$ cat config.mk
export PLATFORM = sky130hd
export DESIGN_NAME = jtframe_nvram_ioctl_flat
export DESIGN_NICKNAME = d
export VERILOG_FILES = /design/src/rtl/jtframe_nvram_pkg.sv /design/src/rtl/jtframe_nvram_ioctl_if.sv /design/src/rtl/jtframe_nvram_rdpipe.sv /design/src/rtl/jtframe_nvram_ioctl.sv /design/src/flat_wrapper.sv
export SDC_FILE = /design/constraint.sdc
export NUM_CORES = 1
export LEC_CHECK = 0
export ABC_CLOCK_PERIOD_IN_PS = 3300
export CORE_MARGIN = 4
export CORE_UTILIZATION = 40
export DETAILED_ROUTE_END_ITERATION = 10
export PLACE_DENSITY = 0.82
export SLEW_MARGIN = 30
export SYNTH_ARGS = -nofsm -noshare
export SYNTH_HDL_FRONTEND = slang
export SYNTH_SLANG_ARGS = --single-unit
$ cat constraint.sdc
create_clock -name clk -period 3.3 [get_ports clk]
set_input_delay 0.825 -clock clk [delete_from_list [all_inputs] [get_ports clk]]
set_output_delay 0.825 -clock clk [all_outputs]
set_load 0.01 [all_outputs]
$ cat src/rtl/jtframe_nvram_pkg.sv
// Shared definitions for the NVRAM ioctl controller: FSM state encoding
// and the byte-space size helper.
package jtframe_nvram_pkg;

  typedef enum logic [2:0] {
    ST_IDLE      = 3'd0,
    ST_LOAD      = 3'd1,
    ST_DUMP_IDLE = 3'd2,
    ST_DUMP_WAIT = 3'd3,
    ST_DUMP_DATA = 3'd4
  } nv_state_t;

  // Number of bytes addressable through the 8-bit port for a given word-address MSB.
  function automatic int unsigned nv_bytes(input int unsigned aw);
    return 32'd1 << (aw + 32'd1);
  endfunction

endpackage

$ cat src/rtl/jtframe_nvram_ioctl_if.sv
// ioctl transfer bus between the frame's hps/ioctl logic (master) and the
// NVRAM controller (slave).
interface jtframe_nvram_ioctl_if;

  logic [25:0] ioctl_addr;
  logic [7:0]  ioctl_dout;
  logic        ioctl_wr;
  logic        ioctl_ram;
  logic        ioctl_upload;
  logic        ioctl_rd;
  logic [7:0]  ioctl_din;
  logic        din_ok;

  modport master (
    output ioctl_addr, ioctl_dout, ioctl_wr, ioctl_ram, ioctl_upload, ioctl_rd,
    input  ioctl_din, din_ok
  );

  modport slave (
    input  ioctl_addr, ioctl_dout, ioctl_wr, ioctl_ram, ioctl_upload, ioctl_rd,
    output ioctl_din, din_ok
  );

endinterface

$ cat src/rtl/jtframe_nvram_rdpipe.sv
// Read-latency pipe: delays an accepted read request and its range-ok bit by
// RD_LAT cycles so the controller knows when nv_din has settled.
module jtframe_nvram_rdpipe #(
  parameter int unsigned RD_LAT = 1
) (
  input  logic clk,
  input  logic rst,
  input  logic flush,
  input  logic req,
  input  logic req_ok,
  output logic strobe,
  output logic strobe_ok
);

  logic [RD_LAT-1:0] vld_sr;
  logic [RD_LAT-1:0] ok_sr;

  // Shift request-valid and range-ok bits; an aborted transfer empties the pipe.
  always_ff @(posedge clk) begin
    if (rst || flush) begin
      vld_sr <= '0;
      ok_sr  <= '0;
    end else begin
      vld_sr[0] <= req;
      ok_sr[0]  <= req & req_ok;
      for (int i = 1; i < int'(RD_LAT); i++) begin
        vld_sr[i] <= vld_sr[i-1];
        ok_sr[i]  <= ok_sr[i-1];
      end
    end
  end

  assign strobe    = vld_sr[RD_LAT-1];
  assign strobe_ok = ok_sr[RD_LAT-1];

endmodule

$ cat src/rtl/jtframe_nvram_ioctl.sv
// Host-side controller for the NVRAM 8-bit port: turns ioctl downloads into
// byte writes, ioctl upload requests into timed byte reads, and tracks a
// dirty flag for auto-save.
module jtframe_nvram_ioctl
  import jtframe_nvram_pkg::*;
#(
  parameter int unsigned AW     = 10,
  parameter int unsigned RD_LAT = 1
) (
  input  logic                 clk,
  input  logic                 rst,
  jtframe_nvram_ioctl_if.slave io,
  output logic [AW:0]          nv_addr,
  output logic [7:0]           nv_dout,
  output logic                 nv_we,
  output logic                 nv_sel,
  input  logic [7:0]           nv_din,
  input  logic [1:0]           game_we,
  input  logic                 dirty_clr,
  output logic                 dirty,
  output logic                 busy,
  output logic                 ovf,
  output logic [15:0]          sum
);

  localparam logic [25:0] NV_LIMIT = 26'(nv_bytes(AW));

  nv_state_t   state;
  logic [7:0]  din_data;
  logic        din_pulse;
  logic        rd_ok;
  logic        in_range;
  logic        rd_accept;
  logic        pipe_strobe;
  logic        pipe_ok;
  logic        game_set;

  assign in_range  = (io.ioctl_addr < NV_LIMIT);
  assign rd_accept = (state == ST_DUMP_IDLE) && io.ioctl_upload && io.ioctl_rd;
  // The game only marks NVRAM dirty when it is not being reloaded from the host.
  assign game_set  = (|game_we) && (state != ST_LOAD);

  assign busy         = (state != ST_IDLE);
  assign io.ioctl_din = din_data;
  assign io.din_ok    = din_pulse;

  jtframe_nvram_rdpipe #(
    .RD_LAT (RD_LAT)
  ) u_rdpipe (
    .clk       (clk),
    .rst       (rst),
    .flush     (~io.ioctl_upload),
    .req       (rd_accept),
    .req_ok    (in_range),
    .strobe    (pipe_strobe),
    .strobe_ok (pipe_ok)
  );

  // Transfer FSM with all of its registered outputs and the dirty tracker.
  always_ff @(posedge clk) begin
    if (rst) begin
      state     <= ST_IDLE;
      nv_addr   <= '0;
      nv_dout   <= 8'h00;
      nv_we     <= 1'b0;
      nv_sel    <= 1'b0;
      din_data  <= 8'hFF;
      din_pulse <= 1'b0;
      rd_ok     <= 1'b0;
      dirty     <= 1'b0;
      ovf       <= 1'b0;
      sum       <= 16'h0000;
    end else begin
      nv_we     <= 1'b0;
      din_pulse <= 1'b0;
      nv_sel    <= (state != ST_IDLE);

      // Game writes win over an explicit clear in the same cycle.
      if (game_set) begin
        dirty <= 1'b1;
      end else if (dirty_clr) begin
        dirty <= 1'b0;
      end else begin
        dirty <= dirty;
      end

      case (state)
        ST_IDLE: begin
          if (io.ioctl_ram) begin
            state <= ST_LOAD;
            sum   <= 16'h0000;
            ovf   <= 1'b0;
          end else if (io.ioctl_upload) begin
            state <= ST_DUMP_IDLE;
          end else begin
            state <= ST_IDLE;
          end
        end

        ST_LOAD: begin
          if (io.ioctl_wr) begin
            if (in_range) begin
              nv_addr <= io.ioctl_addr[AW:0];
              nv_dout <= io.ioctl_dout;
              nv_we   <= 1'b1;
              sum     <= sum + {8'h00, io.ioctl_dout};
            end else begin
              ovf <= 1'b1;
            end
          end
          if (!io.ioctl_ram) begin
            // A fresh load means NVRAM matches the saved image again.
            state <= ST_IDLE;
            dirty <= 1'b0;
          end else begin
            state <= ST_LOAD;
          end
        end

        ST_DUMP_IDLE: begin
          if (!io.ioctl_upload) begin
            state <= ST_IDLE;
          end else if (io.ioctl_rd) begin
            state <= ST_DUMP_WAIT;
            if (in_range) begin
              nv_addr <= io.ioctl_addr[AW:0];
            end
          end else begin
            state <= ST_DUMP_IDLE;
          end
        end

        ST_DUMP_WAIT: begin
          if (!io.ioctl_upload) begin
            state <= ST_IDLE;
          end else if (pipe_strobe) begin
            state <= ST_DUMP_DATA;
            rd_ok <= pipe_ok;
          end else begin
            state <= ST_DUMP_WAIT;
          end
        end

        ST_DUMP_DATA: begin
          if (!io.ioctl_upload) begin
            state <= ST_IDLE;
          end else begin
            // Out-of-range reads never touched memory and return erased-flash data.
            din_data  <= rd_ok ? nv_din : 8'hFF;
            din_pulse <= 1'b1;
            state     <= ST_DUMP_IDLE;
          end
        end

        default: begin
          state <= ST_IDLE;
        end
      endcase
    end
  end

endmodule

$ cat src/flat_wrapper.sv
// flat-port wrapper written by rule: the top's interface ports become plain ports
module jtframe_nvram_ioctl_flat import jtframe_nvram_pkg::*;
#(
  parameter int unsigned AW     = 10,
  parameter int unsigned RD_LAT = 1
)
  (clk, rst, nv_addr, nv_dout, nv_we, nv_sel, nv_din, game_we, dirty_clr, dirty, busy, ovf, sum, io_ioctl_addr, io_ioctl_dout, io_ioctl_wr, io_ioctl_ram, io_ioctl_upload, io_ioctl_rd, io_ioctl_din, io_din_ok);
  jtframe_nvram_ioctl_if io_i ();
  input  logic clk;
  input  logic rst;
  output logic [AW:0] nv_addr;
  output logic [7:0] nv_dout;
  output logic nv_we;
  output logic nv_sel;
  input  logic [7:0] nv_din;
  input  logic [1:0] game_we;
  input  logic dirty_clr;
  output logic dirty;
  output logic busy;
  output logic ovf;
  output logic [15:0] sum;
  input wire logic [$bits(io_i.ioctl_addr)-1:0] io_ioctl_addr;
  input wire logic [$bits(io_i.ioctl_dout)-1:0] io_ioctl_dout;
  input wire logic [$bits(io_i.ioctl_wr)-1:0] io_ioctl_wr;
  input wire logic [$bits(io_i.ioctl_ram)-1:0] io_ioctl_ram;
  input wire logic [$bits(io_i.ioctl_upload)-1:0] io_ioctl_upload;
  input wire logic [$bits(io_i.ioctl_rd)-1:0] io_ioctl_rd;
  output wire logic [$bits(io_i.ioctl_din)-1:0] io_ioctl_din;
  output wire logic [$bits(io_i.din_ok)-1:0] io_din_ok;
  assign io_i.ioctl_addr = io_ioctl_addr;
  assign io_i.ioctl_dout = io_ioctl_dout;
  assign io_i.ioctl_wr = io_ioctl_wr;
  assign io_i.ioctl_ram = io_ioctl_ram;
  assign io_i.ioctl_upload = io_ioctl_upload;
  assign io_i.ioctl_rd = io_ioctl_rd;
  assign io_ioctl_din = io_i.ioctl_din;
  assign io_din_ok = io_i.din_ok;
  jtframe_nvram_ioctl #(.AW(AW), .RD_LAT(RD_LAT)) u_core (.clk(clk), .rst(rst), .io(io_i), .nv_addr(nv_addr), .nv_dout(nv_dout), .nv_we(nv_we), .nv_sel(nv_sel), .nv_din(nv_din), .game_we(game_we), .dirty_clr(dirty_clr), .dirty(dirty), .busy(busy), .ovf(ovf), .sum(sum));
endmodule
==> results.json <==
{
  "status": "complete, no violations",
  "cts_buffers": 5,
  "layout.area.seq_sq_um": 1080,
  "yosysWarnings": 0,
  "mostFrequentLayoutCell": "clkdlybuf4s50_1",
  "ys_seq_area_frac": 0.441,
  "wl_per_cell_um": 14.9,
  "powerDensity_nw_per_um2": 340,
  "clk_latency_ns": 0.31,
  "cp.required_ns": 3.55,
  "max_slew_margin": 0.572,
  "leakagePower_uw": 0.00127,
  "fin_skew_ns": 0.0104,
  "met3WireLength_um": 540,
  "cts_sinks": 54,
  "clock_path_buffers": 2,
  "cp_max_fo": 8,
  "portBuffers": 99,
  "first_iter_violations": 117,
  "dpl.hpwl_mm": 5.12,
  "wl_mm": 6.60,
  "grt_overflow": 0,
  "arrival_ns": 3.17,
  "synth_compound_area_frac": 0.152,
  "grt_max_degree": 33,
  "drc": 0,
  "synth_area_leaders": "dfxtp_1 (44%), mux2i_1 (8.2%), nor2_1 (5.1%)",
  "finalCritPeriodShare": 0.886,
  "worst_pin_slew_ns": 0.642,
  "endpoint": "u_core.sum[12]$_SDFFE_PP0P_",
  "drv_slew": 0,
  "ir_drop_uv": 192,
  "postCtsSetupBuffers": 0,
  "fp.dieH_um": 86.3,
  "critPathSlowestCell": "or4_1",
  "syn_avg_cell_area_sq_um": 9.05,
  "syn_nets": 331,
  "syn_inst": 271,
  "die_width_um": 86.3,
  "critPathLaunchType": "primary input",
  "syn_area_sq_um": 2450,
  "slowest_delay_ns": 0.50,
  "diodes": 0,
  "path_clk_slew_ns": 0.10,
  "dr.pass1.iters": 5,
  "synthArstFlopShare": 0,
  "start_util": 0.414,
  "yosys.area_share.adder": 0.0490,
  "synthMuxAreaShare": 0.0816,
  "core_sq_um": 5920,
  "layout.nets": 428,
  "fin_tns_setup_ns": 0,
  "rr_startpoint": "u_core.sum[0]$_SDFFE_PP0P_",
  "crit_type": "in -> reg",
  "grt_pass1_vias": 2329,
  "synth_simple_gate_area_share": 0.223,
  "antenna_left": 0,
  "final_cell_mix": "clkdlybuf4s50_1 (99), dfxtp_1 (54), nor2_1 (33)",
  "reg2reg_slack_ns": 1.02,
  "synth_top_family_by_area": "simple AND/OR/NAND/NOR gates",
  "synth_top_area_frac": 0.441,
  "final_util": 0.608,
  "synthDistinctLibCells": 46,
  "finalHoldViolations": 0,
  "num_vias": 2312,
  "synth_ff_type": "dfxtp_1",
  "timing.rr.end": "u_core.sum[12]$_SDFFE_PP0P_",
  "hp-class": "reg -> reg",
  "crit_start": "io_ioctl_dout[0]",
  "multi_input_area_sq_um": 1290,
  "ios": 100,
  "ys_seq_elements": 54,
  "cts_tree": "yes",
  "crit_chain": "clkdlybuf4s50_1, ha_1, inv_1, fa_1, nor2b_1, o31a_1, o21ai_1, or4_1, a21oi_1",
  "htree_num_levels": 2,
  "grt_usage": 0.180,
  "met2_wirelength_mm": 3.24,
  "avgViaCountPerCell": 5.21,
  "clock.fmax_mhz": 342,
  "synth_top_area_cell": "dfxtp_1",
  "synth-edff-count": 0,
  "cp-end-kind": "register",
  "maxCapViolCount": 0,
  "ff2ff_path_depth": 8,
  "gp_congestion": 0.868,
  "clockRootBuffer": "clkbuf_8",
  "grt_setup_unrepaired": "false",
  "antenna_found_initial": 0,
  "wirelength_met1_mm": 2.73,
  "holdBufCountCts": 0,
  "synth-xor-area-share": 0.0214,
  "syn_to_final_growth_pct": 46.9,
  "ctsResizeCount": 0,
  "dieArea_sq_um": 7450,
  "finalSetupViolCount": 0,
  "maxUsedRoutingLayer": "met4",
  "layout-drive-gt1-share": 0.0488,
  "rows": 28,
  "period_needed_ns": 2.92,
  "fillers": 526,
  "grt_pass1_wl_mm": 10.8
}
## power by group
group | leakage (uW) | internal, uW | switching (uW)
registers | 0.000437 | 659 | 7.37
logic | 0.000787 | 97.2 | 75.3
clock network | 0.0000472 | 169 | 218
## worst min path at each step
stage | from | cells past startpoint | endpoint
CTS | u_core.u_rdpipe.strobe_ok$_SDFF_PP0_ | 2 | u_core.rd_ok$_SDFFE_PP0P_
global placement | u_core.u_rdpipe.strobe_ok$_SDFF_PP0_ | 2 | u_core.rd_ok$_SDFFE_PP0P_
detailed placement | u_core.u_rdpipe.strobe_ok$_SDFF_PP0_ | 2 | u_core.rd_ok$_SDFFE_PP0P_
floorplan | u_core.u_rdpipe.strobe_ok$_SDFF_PP0_ | 2 | u_core.rd_ok$_SDFFE_PP0P_
finish | u_core.u_rdpipe.strobe_ok$_SDFF_PP0_ | 2 | u_core.rd_ok$_SDFFE_PP0P_
global route | u_core.u_rdpipe.strobe_ok$_SDFF_PP0_ | 2 | u_core.rd_ok$_SDFFE_PP0P_
## cell families after synthesis
family / count (synthesis)
xor gates and xnor gates: 6
AOI/OAI and AO/OA: 58
muxes: 20
DFF: 54
and+or+nand+nor: 105
adders and majority gates: 9
buffers and inverters: 19
## synthesized netlist by cell type, drive strengths merged (4+ instances only)
master and n:
dfxtp 54, nor2 34, mux2i 20, nand2 20, a21oi 19, o21ai 13, clkbuf 8, ha 8
o22a 8, inv 7, nand3 7, nor3 7, and2 4, buf 4, nor2b 4, o31ai 4
or3 4
## registers in the layout, summed over array words and instances, names as in the netlist, 3 cells and up
register	cells
u_core.io.ioctl_din	8
u_core.nv_addr	11
u_core.nv_dout	8
u_core.state	3
u_core.sum	16
## critical path: cells and delay by family
| family | cells | cell delay [ns] |
|---|---|---|
| AOI/OAI and AO/OA | 3 | 0.48 |
| adders and majority gates | 2 | 0.60 |
| and+or+nand+nor | 2 | 0.71 |
| buffers and inverters | 2 | 0.55 |
## final cells by class
class,instances,area share
clock buffers,6,0.0229
flip-flops and latches,54,0.300
clock inverters,2,0.00347
multi-input cells,198,0.359
well taps,75,0.0261
inverters,7,0.00729
repair buffers,102,0.281
## routing by layer
layer | global-route usage | up-vias
met5 | 0 | -
met4 | 0.0496 | 0
met3 | 0.0589 | 8
met2 | 0.317 | 79
met1 | 0.210 | 1070
li1 | - | 1155
## metrics by stage
stage	total power [uW]	area (sq um)	instances	hold WS [ns]	worst slack, ns
floorplan	756	2450	271	0.417	0.748
global placement	848	3510	436	0.427	0.162
detailed placement	853	3510	436	0.438	0.0639
CTS	1240	3600	444	0.453	0.379
global route	1280	3600	444	0.475	0.229
finish	1230	3600	444	0.450	0.376
Note: power is estimated with default switching activity, not from simulation.
